`config.mk`:
```
export PLATFORM = sky130hd
export DESIGN_NAME = layer2_conv_sched
export DESIGN_NICKNAME = d
export VERILOG_FILES = /design/src/rtl/layer2_conv_sched.sv
export SDC_FILE = /design/constraint.sdc
export NUM_CORES = 2
export LEC_CHECK = 0
export ABC_AREA = 0
export BUFFER_PORTS_ARGS = -buffer_cell sky130_fd_sc_hd__buf_2
export CORE_MARGIN = 10
export CORE_UTILIZATION = 60
export CTS_BUF_LIST = sky130_fd_sc_hd__clkbuf_8
export CTS_CLUSTER_SIZE = 16
export DETAILED_ROUTE_END_ITERATION = 10
export PLACE_DENSITY = 0.77
export SLEW_MARGIN = 20
export SYNTH_ARGS = -nofsm -noshare
export SYNTH_HDL_FRONTEND = slang
export SYNTH_SLANG_ARGS = --single-unit
```
`constraint.sdc`:
```
create_clock -name clk -period 13.1 [get_ports clk]
set_input_delay 0.655 -clock clk [delete_from_list [all_inputs] [get_ports clk]]
set_output_delay 0.655 -clock clk [all_outputs]
set_load 0.02 [all_outputs]
```
`src/rtl/layer2_conv_sched.sv`:
```
// Layer-2 5x5 conv sequencer: runs IN_CH x OUT_CH passes over one shared PE, accumulates, emits map + bias.
// Define LAYER2_SCHED_RELU_EN to clamp emitted samples at zero.
module layer2_conv_sched #(
  parameter int IN_CH     = 6,
  parameter int OUT_CH    = 16,
  parameter int IMG_W     = 12,
  parameter int OUT_W     = 8,
  parameter int DRAIN_MAX = 16
) (
  input  logic        clk,
  input  logic        reset,
  input  logic        start,
  output logic        busy,
  output logic        done,
  output logic        err,
  output logic        wt_rd_en,
  output logic [11:0] wt_addr,
  input  logic [15:0] wt_data,
  output logic        fm_rd_en,
  output logic [9:0]  fm_addr,
  input  logic [15:0] fm_data,
  output logic        pe_reset,
  output logic        pe_enable,
  output logic [15:0] pe_datain,
  output logic [15:0] pe_weight,
  output logic        pe_weight_enable,
  input  logic        pe_conv_out,
  input  logic [15:0] pe_dataout,
  output logic        out_valid,
  output logic [15:0] out_data,
  output logic [3:0]  out_ch,
  output logic [5:0]  out_idx
);
  localparam int NRES = OUT_W * OUT_W;
  localparam int NPIX = IMG_W * IMG_W;
  localparam int NWT  = 25;
  localparam int WPB  = IN_CH * NWT + 1;
  localparam int IW   = $clog2(NRES);

  typedef enum logic [2:0] {
    S_IDLE, S_PRST, S_LOADW, S_STREAM, S_DRAIN, S_NEXT, S_EMIT, S_DONE
  } state_t;

  state_t        r_state, w_next;
  logic [15:0]   r_k;
  logic [7:0]    r_cnt;
  logic [3:0]    r_ic, r_oc;
  logic          r_err, r_wt_vld, r_fm_vld;
  logic [15:0]   r_bias;
  logic [15:0]   r_psum [NRES];

  logic          w_wt_rd, w_fm_rd, w_drain_en, w_timeout, w_cap;
  logic          w_last_ic, w_last_oc, w_cnt_full;
  logic [IW-1:0] w_cidx, w_eidx;
  logic [15:0]   w_bias, w_sum, w_res;

  assign w_last_ic  = (r_ic == 4'(IN_CH - 1));
  assign w_last_oc  = (r_oc == 4'(OUT_CH - 1));
  assign w_cnt_full = (r_cnt >= 8'(NRES));
  assign w_cidx     = r_cnt[IW-1:0];
  assign w_eidx     = r_k[IW-1:0];
  // A clear in PRST outranks any late result arriving that cycle.
  assign w_cap      = pe_conv_out && !w_cnt_full && (r_state != S_PRST);

  always_comb begin
    w_next     = r_state;
    w_wt_rd    = 1'b0;
    w_fm_rd    = 1'b0;
    w_drain_en = 1'b0;
    w_timeout  = 1'b0;
    case (r_state)
      S_IDLE:   if (start) w_next = S_PRST;
      S_PRST:   w_next = S_LOADW;
      S_LOADW:  if (r_k < 16'(NWT)) w_wt_rd = 1'b1;
                else w_next = S_STREAM;
      S_STREAM: if (r_k < 16'(NPIX)) w_fm_rd = 1'b1;
                else w_next = w_cnt_full ? S_NEXT : S_DRAIN;
      S_DRAIN: begin
        if (w_cnt_full) w_next = S_NEXT;
        else begin
          w_drain_en = 1'b1;
          if (r_k == 16'(DRAIN_MAX - 1)) begin
            w_timeout = 1'b1;
            w_next    = S_NEXT;
          end
        end
      end
      S_NEXT: begin
        if (!w_last_ic) w_next = S_PRST;
        else begin
          w_wt_rd = 1'b1;
          w_next  = S_EMIT;
        end
      end
      S_EMIT:   if (r_k == 16'(NRES - 1)) w_next = w_last_oc ? S_DONE : S_PRST;
      S_DONE:   w_next = S_IDLE;
      default:  w_next = S_IDLE;
    endcase
  end

  always_ff @(posedge clk) begin
    if (reset) begin
      r_state  <= S_IDLE;
      r_k      <= '0;
      r_cnt    <= '0;
      r_ic     <= '0;
      r_oc     <= '0;
      r_err    <= 1'b0;
      r_wt_vld <= 1'b0;
      r_fm_vld <= 1'b0;
      r_bias   <= '0;
    end else begin
      r_state  <= w_next;
      r_k      <= (w_next != r_state || r_state == S_IDLE) ? 16'd0 : r_k + 16'd1;
      r_wt_vld <= w_wt_rd && (r_state == S_LOADW);
      r_fm_vld <= w_fm_rd;
      if (r_state == S_IDLE && start) begin
        r_oc  <= '0;
        r_ic  <= '0;
        r_err <= 1'b0;
      end
      if (r_state == S_NEXT && !w_last_ic) r_ic <= r_ic + 4'd1;
      if (r_state == S_EMIT && w_next == S_PRST) begin
        r_oc <= r_oc + 4'd1;
        r_ic <= '0;
      end
      if (w_timeout) r_err <= 1'b1;
      if (r_state == S_EMIT && r_k == 16'd0) r_bias <= wt_data;
      if (r_state == S_PRST) r_cnt <= '0;
      else if (w_cap) r_cnt <= r_cnt + 8'd1;
    end
  end

  // First input channel overwrites, later channels accumulate.
  always_ff @(posedge clk) begin
    if (!reset && w_cap)
      r_psum[w_cidx] <= ((r_ic == 4'd0) ? 16'd0 : r_psum[w_cidx]) + pe_dataout;
  end

  always_comb begin
    wt_addr = '0;
    fm_addr = '0;
    if (w_wt_rd) begin
      if (r_state == S_NEXT) wt_addr = 12'(int'(r_oc) * WPB + IN_CH * NWT);
      else                   wt_addr = 12'(int'(r_oc) * WPB + int'(r_ic) * NWT + int'(r_k));
    end
    if (w_fm_rd) fm_addr = 10'(int'(r_ic) * NPIX + int'(r_k));
  end

  // Bias arrives on wt_data in the first EMIT cycle and is held afterwards.
  assign w_bias = (r_k == 16'd0) ? wt_data : r_bias;
  assign w_sum  = r_psum[w_eidx] + w_bias;
`ifdef LAYER2_SCHED_RELU_EN
  assign w_res  = w_sum[15] ? 16'd0 : w_sum;
`else
  assign w_res  = w_sum;
`endif

  assign busy             = (r_state != S_IDLE);
  assign done             = (r_state == S_DONE);
  assign err              = r_err;
  assign wt_rd_en         = w_wt_rd;
  assign fm_rd_en         = w_fm_rd;
  assign pe_reset         = (r_state == S_PRST);
  assign pe_enable        = r_fm_vld || w_drain_en;
  assign pe_datain        = r_fm_vld ? fm_data : 16'd0;
  assign pe_weight_enable = r_wt_vld;
  assign pe_weight        = r_wt_vld ? wt_data : 16'd0;
  assign out_valid        = (r_state == S_EMIT);
  assign out_data         = out_valid ? w_res : 16'd0;
  assign out_ch           = out_valid ? r_oc : 4'd0;
  assign out_idx          = out_valid ? r_k[5:0] : 6'd0;
endmodule

```
==> results.sh <==
export IMPL_status="finished clean"
export IMPL_syn_area_per_cell_sq_um=19.11
export IMPL_maxSlewViolCount=0
export IMPL_firstDrtPassIters=5
export IMPL_yosysMostFrequentCell="edfxtp_1"
export IMPL_worstHoldStart="wt_data[5]"
export IMPL_cts_tree="built"
export IMPL_critical_path_top_delay_family="multiplexers"
export IMPL_syn_area_sq_mm=0.05342
export IMPL_path_clk_slew_ns=0.06
export IMPL_synth_top_cell_area_share_pct=57.56
export IMPL_cts_sinks=1084
export IMPL_worstSetupEndpointType="output pin"
export IMPL_period_needed_ns=8.510
export IMPL_final_nets=3201
export IMPL_synthArstFlopShare_pct=0
export IMPL_fin_setup_tns_ns=0
export IMPL_antenna_found_initial=13
export IMPL_grt_pass1_vias=31500
export IMPL_clock_path_buffers=3
export IMPL_nFillCells=5608
export IMPL_yosysTopAreaCell="edfxtp_1"
export IMPL_dp_hpwl_um=94490
export IMPL_drc=0
export IMPL_postCtsHoldBufs=0
export IMPL_grt_pass1_wl_um=218900
export IMPL_clock_skew_ns=0.05269
export IMPL_crit_top_cell="mux4_2"
export IMPL_vias_per_cell=7.188
export IMPL_hold_viol_final=0
export IMPL_p_leak_uw=0.01902
export IMPL_initial_core_util_pct=60.45
export IMPL_overflow=0
export IMPL_seq_area_sq_mm=0.03198
export IMPL_timing_hold_ws_ns=0.05364
export IMPL_grt_setup_unrepaired="no"
export IMPL_crit_type="register to output pin"
export IMPL_required_ns=12.44
export IMPL_die_x_um=318.4
export IMPL_drtIter0Drc=4787
export IMPL_ant_nets=0
export IMPL_yosysWarnings=0
export IMPL_yosys_top_cells_count="edfxtp_1, mux4_2, nor2_1, clkbuf_1, ha_1"
export IMPL_worstSetupStartpoint="r_k[0]$_SDFF_PP0_"
export IMPL_grt_util_all_layers_pct=29.79
export IMPL_num_vias=31310
export IMPL_drive_gt1_share_pct=38.94
export IMPL_wire_per_inst_um=34.72
export IMPL_vdd_drop_max_v=0.0001351
export IMPL_rows=109
export IMPL_die_height_um=318.4
export IMPL_io_buffer_count=140
export IMPL_cts_buffers_inserted=174
export IMPL_worst_ep_arrival_time_ns=7.85
export IMPL_synth_edff_count=1024
export IMPL_grt_max_degree=148
export IMPL_dieArea_sq_mm=0.1014
export IMPL_p_total_uw=7284
export IMPL_setup_viol_count_final=0
export IMPL_place_congestion=0.9401
export IMPL_path_cells="buf_12 -> buf_4 -> mux4_2 -> mux4_2 -> mux4_2 -> ha_1 -> fa_1 -> a21o_1 -> a21oi_1 -> o21bai_1 -> a21oi_1 -> o21ai_0 -> a2111oi_0 -> nor3_1 -> nor3b_1 -> buf_2"
export IMPL_area_growth_pct=11.20
export IMPL_start_kind="register"
export IMPL_design_core_area_sq_mm=0.08837
export IMPL_placedCellCount=4027
export IMPL_post_layout_nonfiller_instances=4355
export IMPL_insertion_delay_ns=0.88
export IMPL_min_path_type="input port to register"
export IMPL_power_density_mw_per_mm2=122.6
export IMPL_tightest_slew_ns=1.224
export IMPL_critPathMaxStageDelay_ns=0.88
export IMPL_htree_levels=4
export IMPL_timing_final_crit_share_pct=64.96
export IMPL_synth_area_leaders="edfxtp_1, mux4_2, dfxtp_1"
export IMPL_synth_seq_cells=1084
export IMPL_syn_inst=2796
export IMPL_io_pins=141
export IMPL_cts_resized=0
export IMPL_syn_nets=2958
export IMPL_yosysUniqueCellTypes=61
export IMPL_crit_fanout=94
export IMPL_cts_setup_buffers=0
export IMPL_multiInputGateArea_sq_mm=0.02067
export IMPL_slew_headroom_pct=18.38
export IMPL_cts_root_buf="clkbuf_8"
export IMPL_yosysSeqAreaShare_pct=59.81
export IMPL_slowest_stage="dfxtp_4"
export IMPL_crit_buf_inv=3
export IMPL_fmax_mhz=117.5
export IMPL_synth_top_flop_cell="edfxtp_1"
export IMPL_wl_um=151200
export IMPL_cap_violations=0
## cells in the final DEF, fill, tap and decap left out, types with 19 or more instances in the layout
cell type and count:
a21oi_1 65, and2_1 55, buf_2 140, buf_4 107, clkbuf_8 176, clkinv_1 51
dfxtp_1 51, edfxtp_1 1024, ha_1 91, inv_1 127, mux4_2 665, nand2_1 85
nand3_1 19, nor2_1 118, nor2_2 57, o21ai_0 25, xnor2_1 33, xor2_1 28
## path summary, 6_finish.rpt
path / endpoint / slack [ns] / depth (start not counted)
setup reg to reg: r_psum[1][15]$_DFFE_PP_ / 5.60 / 16
setup / recovery: out_data[14] / 4.59 / 16
hold reg to reg: r_bias[10]$_SDFFE_PP0P_ / 0.45 / 2
hold / removal: r_bias[5]$_SDFFE_PP0P_ / 0.05 / 3
## sequential cells by signal, summed over array words and instances, names as in the netlist, named ones only
register	cells
r_k	16
r_state	3
r_bias	16
r_fm_vld	1
r_oc	4
err	1
r_cnt	8
r_psum	1024
r_ic	4
pe_weight_enable	1
## area by class of cell
cell class,instances,share of cell area [%]
multi-input combinational,1450,34.79
antenna,8,0.03370
sequential,1084,53.84
timing repair buffer,252,2.698
inverter,77,0.4866
tap,1165,2.454
clock inverter,143,1.616
clock buffer,176,4.078
## cells by family (layout without fill, tap and decap cells)
family	count (synthesis)	count (layout)	share of synthesized area (%)
simple gates	414	414	3.614
fa+ha+maj	110	110	2.829
xor+xnor	73	73	1.197
buf+inv	262	648	2.059
flops	1084	1084	59.81
compound gates	159	159	1.848
mux	694	694	28.64
other cells	0	8	0
## worst reg2reg max path, cell delays in order (launching register included)
cell and delay, ns:
dfxtp_4 0.66, buf_4 0.64, buf_6 0.67, mux4_2 0.66
mux4_2 0.49, mux4_2 0.48, and2_1 0.18, ha_1 0.38
o21ai_0 0.19, nor2_1 0.11, o41ai_1 0.42, o21ai_0 0.22
o41ai_1 0.61, o21ai_0 0.43, a31oi_1 0.37, xnor2_2 0.15
buf_4 0.50
## through the flow
stage	utilization [%]	setup slack, ns	cell area (sq um)
floorplan	-	3.841	53420
global placement	63.30	5.402	55940
detailed placement	63.32	5.156	55950
CTS	67.14	4.549	59340
global route	67.20	4.021	59380
finish	67.22	4.590	59400
## power breakdown
| part | internal [uW] | switching [uW] |
|---|---|---|
| registers | 3800 | 19.5 |
| logic | 276 | 314 |
| clock network | 1510 | 1360 |
| total | 5590 | 1700 |
## layer usage
metal | wire, um | up-vias | GRT usage, % | share of wire, %
met1 | 52830 | 16270 | 40.11 | 35
li1 | - | 12280 | - | -
met5 | 40 | - | 0 | 0.026
met4 | 7735 | 6 | 15.09 | 5.1
met3 | 20230 | 394 | 8.782 | 13
met2 | 70370 | 2354 | 44.27 | 47
No activity file was read; power rests on OpenSTA's default activity.
